$ cat src/rtl/vending_pkg.sv
// Shared vending-machine types and constants: item numbers, default prices.
package vending_pkg;

    typedef logic [7:0] price_t;
    typedef logic [3:0] item_t;

    localparam item_t ITEM_NONE = 4'd0;
    localparam item_t ITEM1     = 4'd1;
    localparam item_t ITEM2     = 4'd2;
    localparam item_t ITEM3     = 4'd3;
    localparam item_t ITEM4     = 4'd4;

    localparam price_t DEF_PRICE1 = 8'd25;
    localparam price_t DEF_PRICE2 = 8'd50;
    localparam price_t DEF_PRICE3 = 8'd100;
    localparam price_t DEF_PRICE4 = 8'd150;

endpackage

$ cat src/rtl/price_rom.sv
// Combinational item-number to unit-price lookup; unknown items cost 0.
module price_rom
    import vending_pkg::*;
#(
    parameter price_t PRICE1 = DEF_PRICE1,
    parameter price_t PRICE2 = DEF_PRICE2,
    parameter price_t PRICE3 = DEF_PRICE3,
    parameter price_t PRICE4 = DEF_PRICE4
) (
    input  item_t  item_i,
    output price_t price_o
);

    always_comb begin
        price_o = '0;
        case (item_i)
            ITEM1:   price_o = PRICE1;
            ITEM2:   price_o = PRICE2;
            ITEM3:   price_o = PRICE3;
            ITEM4:   price_o = PRICE4;
            default: price_o = '0;
        endcase
    end

endmodule

$ cat src/rtl/choose_commodity.sv
// Commodity selection: one-hot button decode, registered item number and price.
// Define CHOOSE_HOLD_EN to keep the last selection while no button is pressed.
module choose_commodity
    import vending_pkg::*;
#(
    parameter price_t PRICE1 = DEF_PRICE1,
    parameter price_t PRICE2 = DEF_PRICE2,
    parameter price_t PRICE3 = DEF_PRICE3,
    parameter price_t PRICE4 = DEF_PRICE4
) (
    input  logic       clk,
    input  logic       rst,
    input  logic [3:0] goods,
    output logic [7:0] goods_price,
    output logic [3:0] goods_num
);

    logic   onehot;
    logic   hold;
    item_t  item_d, item_q;
    price_t price_d, price_q;

    // Exactly one bit set; multi-hot and zero both fall out as invalid.
    assign onehot = (goods != 4'd0) && ((goods & (goods - 4'd1)) == 4'd0);

    always_comb begin
        item_d = ITEM_NONE;
        if (onehot) begin
            for (int i = 0; i < 4; i++) begin
                if (goods[i]) item_d = item_t'(i + 1);
            end
        end
    end

    always_comb begin
`ifdef CHOOSE_HOLD_EN
        hold = (goods == 4'd0);
`else
        hold = 1'b0;
`endif
    end

    price_rom #(
        .PRICE1 (PRICE1),
        .PRICE2 (PRICE2),
        .PRICE3 (PRICE3),
        .PRICE4 (PRICE4)
    ) u_price_rom (
        .item_i  (item_d),
        .price_o (price_d)
    );

    always_ff @(posedge clk) begin
        if (!rst) begin
            item_q  <= ITEM_NONE;
            price_q <= '0;
        end else if (!hold) begin
            item_q  <= item_d;
            price_q <= price_d;
        end
    end

    assign goods_num   = item_q;
    assign goods_price = price_q;

endmodule

$ cat config.mk
export PLATFORM = sky130hd
export DESIGN_NAME = choose_commodity
export DESIGN_NICKNAME = d
export VERILOG_FILES = /design/src/rtl/vending_pkg.sv /design/src/rtl/price_rom.sv /design/src/rtl/choose_commodity.sv
export SDC_FILE = /design/constraint.sdc
export NUM_CORES = 1
export LEC_CHECK = 0
export ABC_AREA = 1
export BUFFER_PORTS_ARGS = -buffer_cell sky130_fd_sc_hd__clkbuf_2
export CORE_AREA = 2 2 39 41
export DETAILED_ROUTE_END_ITERATION = 7
export DIE_AREA = 0 0 41 43
export PLACE_DENSITY_LB_ADDON = 0.12
export RECOVER_POWER = 50
export REMOVE_ABC_BUFFERS = 1
export SYNTH_ARGS = -nofsm -noshare
export SYNTH_HDL_FRONTEND = slang
export SYNTH_HIERARCHICAL = 1
export SYNTH_SLANG_ARGS = --single-unit
$ cat constraint.sdc
create_clock -name clk -period 1.9 [get_ports clk]
set_input_delay 0.38 -clock clk [delete_from_list [all_inputs] [get_ports clk]]
set_output_delay 0.38 -clock clk [all_outputs]
set_load 0.03 [all_outputs]
# Yosys cells after proc, flatten, opt, wreduce, memory -nomap -nowiden
# Cells that the tools add are included.
# totals
register_bits,12
output_inout_bits,12
input_bits,6
word_cells,17
# classes
bitwise,1
reduce_logical,3
mux,6
n_addsub,1
n_eq_ne,4
# op_table
cell,n
$pmux 8 s4,1
$mux 4,3
$eq 4x2->1 const B,2
$and 4x4->4,1
$eq 4x1->1 const B,1
$eq 4x3->1 const B,1
$logic_not 4->1,1
$reduce_bool 4->1,1
$sub 4x1->4 const B,1
$mux 2,1
$logic_and 1x1->1,1
$mux 1,1

# Depth between registers and ports, before layout
# Gate-level depths: netlist (run 1).
# depth
depth_word,7
ltp_mapped,12
mapped_depth_nobuf,12

# Cells and area by module
# Netlist (run 1), hierarchy kept.
# modules_own_cells
module,seq_area_each_um2,cells_per_inst,area_each_um2,instances
choose_commodity,220.2,55,402.9,1
price_rom,0.0,19,100.1,1

# Least setup slack after synthesis (run 1)
# OpenSTA, ideal clock, no wires.
# synth_path
path_type,input -> register
start,in goods[2]
end,reg price_q[3] (netlist: goods_price[3])
path_slack_ns,0.595
cell_stages,12
setup_ns,0.057
required_ns,1.843
path_buffers,1
arrival_time_ns,1.248
cell_sequence,inv_1 > nand2_2 > nand2_2 > nand2_2 > nand3_1 > inv_1 > nor2_2 > nand3_2 > inv_1 > buf_4 > nand2_1 > inv_1
# synth_via
elab_chain_len,7
word_cells_on_any_way,13
classes_between,add/sub: 1; eq/ne: 4; mux: 4; bitwise: 1; reduce/logical: 3
# synth_rtl
element,line,source
start: declaration,choose_commodity.sv:13,"input logic [3:0] goods,"
$sub 4x1->4,choose_commodity.sv:24,assign onehot = (goods != 4'd0) && ((goods & (goods - 4'd1)) == 4'd0);
$and 4x4->4,choose_commodity.sv:24,
$logic_not 4->1,choose_commodity.sv:24,
$logic_and 1x1->1 *,choose_commodity.sv:24,
$mux 4 *,choose_commodity.sv:28,if (onehot) begin
net item_d[2],choose_commodity.sv:20,"item_t item_d, item_q;"
$eq 4x3->1 (tied with other cells),price_rom.sv:16,case (item_i)
$pmux 8 s4 *,price_rom.sv:16,
net price_d[3],choose_commodity.sv:21,"price_t price_d, price_q;"
end signal: assignment,choose_commodity.sv:59,price_q <= price_d;
end: declaration,choose_commodity.sv:21,
# Mark *: on every way through the listed nets, which the timed path passes. The rest lies on a longest branch.
# A chain may end at the register's enable or synchronous reset.

# Worst setup path after layout (run 1)
# layout_path
start,reg item_q[1] (netlist: goods_num[1])
end,out goods_num[1]
# layout_lines
element,line,source
start: declaration,choose_commodity.sv:20,
start signal: assignment,choose_commodity.sv:58,item_q <= item_d;
end: declaration,choose_commodity.sv:15,output logic [3:0] goods_num
# No word-level cell between the ends.

==> metrics, run 1 <==
status complete, no violations; slowest library cell on the worst path dfxtp_1; met2 usage 13.4%; Routed wire per std cell 6.22 µm; grt met1 use 13.5%; CTS Hold Bufs 0; maxcap violations 0; Post-CTS Setup Repair Bufs 0; share of the core filled with cells in the final layout 43.5%; Post-Route WL 678 µm; Die Area about 1800 µm²; Synth Instances 74; Nets 100; synthesized cell area 503 µm²; grt met3 use 1.57%; worst vdd ir around 0.00025 V; Final WS setup ~0.65 ns; Cell Chain, Critical Path clkbuf_1; vias in the first global route 326; TritonCTS clock tree yes; CTS Buffer Depth 2; fmax 802 MHz; DRC 0; worst hold margin 0.415 ns; Antenna Cells 0; layout cells sized above 1 22.6%; RSZ-0062 raised after global routing false; largest net degree at the start of global routing 10; starting density of the core 36.3%; CP arrival just under 0.9 ns; distinct cell type count after synthesis 14; setup tns final 0 ns; DIE WIDTH 41 µm; setup violators final 0; CP delay by family, top flip-flops; Bufs and invs on worst path 1; Final min period roughly 1.2 ns; power per cell area 764 nW/µm²; yosys synthesis warning count 6; sequential cell area between 200 and 250 µm²; post-CTS resize count 0; Critical Path Max Stage Delay 0.31 ns; Worst Path Max Fanout 1; DR vias/cell 3.83; CTS buffer count 3; Syn Area/Cell around 6.8 µm²; overall routing resource usage 10.0%; Placer Congestion 0.788; initial antenna violation count 0; hold crit path type in2reg; Core ar. 1380 µm²; Die Y-Extent 43 µm; sequential-to-total area share from yosys stat 43.8%; CTS Root Cell clkbuf_4; first-pass GRT wire length 1.23 mm; max-slew violations 0; clk sink count 11; FF+latch count, synth 11; initial drt markers 2; P_leak roughly 0.4 nW; I/O pin count 18; Final Cycle Share 65.6%; Final Hold Vio Count 0; hpwl dp 575 µm; critical path class reg2out; Pre-Repair DR Iteration Count 2; port buffer count 16; Setup WS pre-CTS 0.476 ns; remaining antenna violation count 0; footprint of the multi-input gates between 150 and 200 µm²; area grow syn2layout 19.7%; # rows 14; fill cell total of the finished layout 168; kind of start point of the critical path register; Clock Pin Slew Worst Setup and Hold Paths 0.07 ns; GRT busiest layer met1; CP endpoint kind output pin; via count 418; Crit path required time 1.52 ns; H-Tree Level Count 1; Congestion Overflow GR 0
[Yosys cell counts]
cell       n  area, µm²
nand2_2    4       25.0
o21ai_2    1       8.76
conb_1     1       3.75
dfxtp_1   11        220
nand2_1   17       63.8
inv_1     17       63.8
buf_4      2       15.0
a21oi_1    2       10.0
nand3_2    2       20.0
inv_2      4       15.0
nor2_1     7       26.3
nand3_1    3       15.0
nor2_2     2       12.5
clkbuf_1   1       3.75
[final timing paths]
path / from / endpoint / cells past startpoint
min: rst / goods_price[4]$_SDFF_PN0_ / 3
max: goods_num[1]$_SDFF_PN0_ / goods_num[1] / 1
[report_power, final]
part / total, W / internal (W) / switching, W / leakage, nW
clock: 0.000152 / 0.0000811 / 0.0000706 / 0.0150
sequential: 0.000239 / 0.000237 / 0.00000134 / 0.0892
combinational: 0.0000698 / 0.0000199 / 0.0000498 / 0.290
[logic make-up (layout without fill, tap and decap cells)]
logic type	Yosys count	after routing	synth area share, %
AO/OA/AOI/OAI	3	3	3.73
buffers and inverters	24	41	19.4
flip-flops	11	11	43.8
other	1	3	0.746
AND/OR/NAND/NOR	35	35	32.3
[cells in the final DEF, fill, tap and decap left out]
master    synthesis  layout
inv_1            17      17
nand2_1          17      19
nor2_1            7       7
o21ai_2           1       1
inv_2             4       4
conb_1            1       3
clkbuf_4          0       3
clkbuf_2          0       7
clkbuf_1          1      10
nand3_1           3       3
dfxtp_1          11      11
nand3_2           2       2
nand2_2           4       2
a21oi_1           2       2
nor2_2            2       2
[routing by layer]
metal,up-vias,wire length (µm)
li1,242,-
met4,0,0
met3,0,35
met5,-,0
met1,167,320
met2,9,323
[metrics by stage]
| stage | cells | area (µm²) | total power, W |
|---|---|---|---|
| 2_1_floorplan | 73 | 492 | 0.000298 |
| 3_5_place_dp | 105 | 592 | 0.000318 |
| 5_1_grt | 109 | 602 | 0.000493 |
| 3_3_place_gp | 105 | 592 | 0.000318 |
| 6_report | 109 | 602 | 0.000460 |
| 4_1_cts | 109 | 618 | 0.000474 |
[area by class of cell]
class | instances | area share (%)
clock buffers | 4 | 4.37
repair buffers | 16 | 11.4
flip-flops and latches | 11 | 36.6
multi-input cells | 41 | 31.2
inverters | 21 | 13.1
well taps | 16 | 3.33
[sequential cells by signal, indices dropped and copies added (netlist names)]
| register | count |
|---|---|
| goods_price | 8 |
| goods_num | 3 |
(Power assumes the default switching activity.)
==> inputs of run 2 (changes only) <==
- ABC_AREA: 1 -> 0
- clock period: 1.9 -> 1.3 ns (I/O delays scaled with it)
==> run 2 against run 1 <==
  * Critical path type is now in2reg
  * Critical endpoint is now goods_price[4]$_SDFF_PN0_
  * Worst setup slack worse by 0.53 ns
  * Synthesized area shrank 10%
  * Sequential share of layout area is 0.86 points higher
  * Highest routed layer unchanged
==> metrics, run 2 <==
Die Y-Extent 43 µm (unchanged); sequential-to-total area share from yosys stat 48.6% (+4.8 points); Cell Chain, Critical Path clkbuf_2 > xnor2_1 > nor3_1 > or3b_4 > o22ai_2 > and2_1; slowest library cell on the worst path or3b_4; initial drt markers 1 (-1); kind of start point of the critical path input pin; Crit path required time 1.51 ns (about the same); Antenna Cells 0 (unchanged); Nets 77 (-23%); FF+latch count, synth 11 (unchanged); count leader, synth dfxtp_1; footprint of the multi-input gates 225 µm² (+20%); CTS Root Cell clkbuf_4; overall routing resource usage 10.5% (+0.50 points); TritonCTS clock tree yes; hold crit path type in2reg; hpwl dp 581 µm (+1.0%); Placer Congestion 0.660 (-16%); Routed wire per std cell 8.33 µm (+34%); starting density of the core 32.7% (-3.6 points); Final Hold Vio Count 0 (unchanged); Post-CTS Setup Repair Bufs 0 (unchanged); CTS Buffer Depth 2 (unchanged); post-CTS resize count 0 (unchanged); clk sink count 11 (unchanged); power per cell area 1120 nW/µm² (+47%); number of flip-flops in the largest register 8 (unchanged); worst vdd ir 0.000577 V (+130%); Clock Pin Slew Worst Setup and Hold Paths 0.07 ns (about the same); placed insts 82 (-22%); first-pass GRT wire length 1.22 mm (-0.57%); layout cells sized above 1 25.7% (+3.1 points); final non-filler cell total 86 (-21%); fill cell total of the finished layout 168 (unchanged); CTS Hold Bufs 0 (unchanged); Congestion Overflow GR 0 (unchanged); Die Area 1760 µm² (unchanged); critical path class in2reg; maxcap violations 0 (unchanged); distinct cell type count after synthesis 16 (+2); Most used DFF post-synth dfxtp_1; Pre-Repair DR Iteration Count 2 (unchanged); Final min period 1.17 ns; Synth Instances 45 (-39%); remaining antenna violation count 0 (unchanged); area grow syn2layout 29.8%; fmax around 850 MHz; vias in the first global route 304 (-6.7%); CTS buffer count 3 (unchanged); top post-synthesis cells by count dfxtp_1 (11), and2_1 (9), nor3_1 (5); via count 352 (-16%); RSZ-0062 raised after global routing false; H-Tree Level Count 1 (unchanged); CP arrival 1.38 ns (+0.51 ns); commonest non-fill, non-tap cells in the layout dfxtp_1 (11), clkbuf_1 (10), and2_1 (9); Post-Route WL 716 µm (+5.6%); CP startpoint goods[2]; Syn Area/Cell 10.1 µm² (+48%); CP endpoint kind register; yosys synthesis warning count 6 (unchanged); commonest non-fill, non-tap cell in the layout dfxtp_1; DR vias/cell 4.09 (+6.7%); Critical Path Max Stage Delay 0.42 ns (+0.11 ns); DRC 0 (unchanged); initial antenna violation count 0 (unchanged); Post-synth EDFFs 0 (unchanged); Synth area leader dfxtp_1; Core ar. 1380 µm² (unchanged); I/O pin count 18 (unchanged); top cells by area, synth dfxtp_1 (49%), and2_1 (12%), xnor2_1 (7.7%); Final WS setup 0.127 ns (-0.526 ns); max-slew violations 0 (unchanged); min-delay src goods[3]; share of synthesized registers carrying an async set or reset 0% (unchanged); P_leak 0.241 nW (-39%); setup violators final 0 (unchanged); DIE WIDTH 41 µm (unchanged); port buffer count 16 (unchanged); largest net degree at the start of global routing 12 (+2); sequential cell area 220 µm² (unchanged); Final Cycle Share 90.2%; Worst Path Max Fanout 3 (+2); # rows 14 (unchanged); Setup WS pre-CTS -0.146 ns (-0.622 ns); Synth top area share 48.6% (+4.8 points); synthesized cell area 453 µm² (-10%); status complete, no violations
[run 2: cell count changes in the layout (fill, tap and decap cells not counted), moves of 3 or more]
cell     delta
and2_1      +9
conb_1      +3
inv_1      -15
inv_2       -4
nand2_1    -19
nand3_1     -3
nor2_1      -5
nor3_1      +5
xnor2_1     +4
[run 2: power by group]
group	leakage, nW	total (W)	internal (W)	switching [W]
combinational	0.137	0.0000886	0.0000338	0.0000548
clock	0.0150	0.000224	0.000118	0.000106
sequential	0.0891	0.000346	0.000344	0.00000160
[run 2: metrics by stage]
step                util, %  power (W)  setup TNS (ns)  cell area [µm²]  hold slack [ns]
CTS                    43.5   0.000678               0              602            0.216
global placement       41.6   0.000445          -0.575              576            0.498
detailed placement     41.6   0.000445          -0.679              576            0.507
finish                 42.5   0.000659               0              588            0.226
global route           42.5   0.000701               0              588            0.224
floorplan                 -   0.000411          -0.287              453            0.337
[run 2: final timing paths]
check,slack [ns],end,cells after the start
worst max-delay path,0.13,goods_price[4]$_SDFF_PN0_,6
worst min-delay path,0.23,goods_num[0]$_SDFF_PN0_,2
[run 2: per-layer routing]
metal / track usage [%] / share of wire (%) / vias up
li1: - / - / 189
met1: 12.5 / 45 / 150
met2: 14.1 / 46 / 13
met3: 7.85 / 9.2 / 0
met4: 4.00 / 0 / 0
met5: 0 / 0 / -
[run 2: cells by family after synthesis]
logic type,Yosys count,synth area share (%)
xor gates and xnor gates,4,7.73
other,1,0.828
AOI/OAI and AO/OA,2,4.70
and+or+nand+nor,22,32.3
DFF,11,48.6
buffers and inverters,5,5.80
[run 2: critical path, delay by kind of cell]
family	cells	cell delay (ns)
XOR/XNOR	1	0.22
AND/OR/NAND/NOR	3	0.64
buffers and inverters	1	0.12
AO/OA/AOI/OAI	1	0.14
[run 2: final cells by class]
type,count,area share (%)
multi-input combinational,34,38.3
sequential,11,37.4
timing repair buffer,19,15.1
clock buffer,4,4.47
tap,16,3.40
inverter,2,1.28
==> inputs of run 3 (changes only) <==
- SETUP_SLACK_MARGIN: default -> 0.15
- clock period: 1.3 -> 1.14 ns (I/O delays scaled with it)
==> run 3 against run 2 <==
  * Via count increased by 4.8%
  * Critical path depth decreased by 1
  * First-iteration DRC count increased by 100%
  * Hold slack got worse by 0.021 ns
  * Flip-flop and latch count unchanged
  * Clock-buffer cell count unchanged
  * Core utilization increased by 12 points
  * Critical path type unchanged
==> metrics, run 3 (synthesis gave the netlist of run 2 again) <==
Final min period 1.13 ns; Nets 82 (+6.5%); status complete, no violations; CP endpoint kind register; CP arrival 1.33 ns (-0.05 ns); kind of start point of the critical path input pin; # rows 14 (unchanged); Setup WS pre-CTS -0.272 ns (-0.126 ns); Core ar. 1380 µm² (unchanged); P_leak 0.340 nW (+41%); starting density of the core 32.7% (unchanged); number of flip-flops in the largest register 8 (unchanged); setup violators final 0 (unchanged); hold crit path type in2reg; hpwl dp 564 µm (-2.8%); CTS Root Cell clkbuf_4; vias in the first global route 312 (+2.6%); layout cells sized above 1 57.3% (+32 points); DIE WIDTH 41 µm (unchanged); Final Hold Vio Count 0 (unchanged); power per cell area 1060 nW/µm² (-5.4%); area grow syn2layout 67.4%; Critical Path Max Stage Delay 0.44 ns (+0.02 ns); initial drt markers 2 (+1); Final Cycle Share 98.8%; CTS Buffer Depth 2 (unchanged); setup tns final 0 ns (unchanged); Die Area 1760 µm² (unchanged); worst hold margin 0.205 ns (-0.0212 ns); Antenna Cells 0 (unchanged); slowest library cell on the worst path or3b_4; Routed wire per std cell 8.91 µm (+7.0%); maxcap violations 0 (unchanged); clk sink count 11 (unchanged); Final WS setup 0.0136 ns (-0.114 ns); CTS buffer count 3 (unchanged); remaining antenna violation count 0 (unchanged); Crit path required time 1.34 ns (-0.17 ns); worst vdd ir 0.000588 V (+1.8%); Final Cell Area 758 µm² (+29%); final non-filler cell total 91 (+5.8%); Die Y-Extent 43 µm (unchanged); Placer Congestion 0.680 (+2.9%); CTS Hold Bufs 0 (unchanged); first-pass GRT wire length 1.32 mm (+7.9%); RSZ-0062 raised after global routing true; Worst Path Max Fanout 3 (unchanged); DRC 0 (unchanged); Congestion Overflow GR 0 (unchanged); Cell Chain, Critical Path clkbuf_16 > nor4b_4 > or3b_4 > o22ai_2 > and2_1; Pre-Repair DR Iteration Count 2 (unchanged); Post-Route WL 811 µm (+13%); largest net degree at the start of global routing 12 (unchanged); port buffer count 16 (unchanged); H-Tree Level Count 1 (unchanged); Clock Pin Slew Worst Setup and Hold Paths 0.07 ns (about the same); fill cell total of the finished layout 138 (-18%); critical path class in2reg; max-slew violations 0 (unchanged); Post-DP Area 583 µm² (+1.3%); fmax 888 MHz; via count 369 (+4.8%); initial antenna violation count 0 (unchanged); TritonCTS clock tree yes; CP delay by family, top simple AND/OR/NAND/NOR gates; commonest non-fill, non-tap cells in the layout and2_1 (9), clkbuf_2 (9), dfxtp_1 (7), buf_4 (7), conb_1 (6); overall routing resource usage 11.5% (+1.0 points); placed insts 83 (+1.2%); Bufs and invs on worst path 1 (unchanged); I/O pin count 18 (unchanged); DR vias/cell 4.05 (-0.93%)
## run 3: final timing paths
| check | endpoint | from | cells after the start | slack (ns) |
|---|---|---|---|---|
| setup / recovery | goods_price[4]$_SDFF_PN0_ | goods[1] | 5 | 0.01 |
| hold / removal | goods_num[1]$_SDFF_PN0_ | goods[3] | 2 | 0.20 |
## run 3: area by class of cell
type | instances | area (µm²) | area share, %
clock buffers | 4 | 26.3 | 3.47
well taps | 16 | 20.0 | 2.64
flip-flops and latches | 11 | 225 | 29.7
repair buffers | 24 | 200 | 26.4
inverters | 2 | 7.51 | 0.990
multi-input cells | 34 | 279 | 36.8
## run 3: routing by layer
layer,wire length (µm),vias to the layer above,global-route usage (%)
li1,-,199,-
met2,389,11,13.4
met1,368,159,16.4
met5,0,-,0
met3,53,0,4.71
met4,0,0,8.00
## run 3: where the power goes
group	switching [W]	internal (W)
logic	0.0000757	0.0000749
clock network	0.000123	0.000135
registers	0.00000243	0.000393
## run 3: through the flow
step	util, %	total power [W]
2_1_floorplan	-	0.000469
6_report	54.8	0.000804
3_3_place_gp	42.1	0.000512
5_1_grt	54.8	0.000857
4_1_cts	52.9	0.000808
3_5_place_dp	42.1	0.000512
## run 3: what timing repair did
item / CTS / global route
endpoints found under the setup margin: 19 / 19
resized for setup: 23 / 25
buffers inserted: 3 / 1
pin swaps: 4 / 1
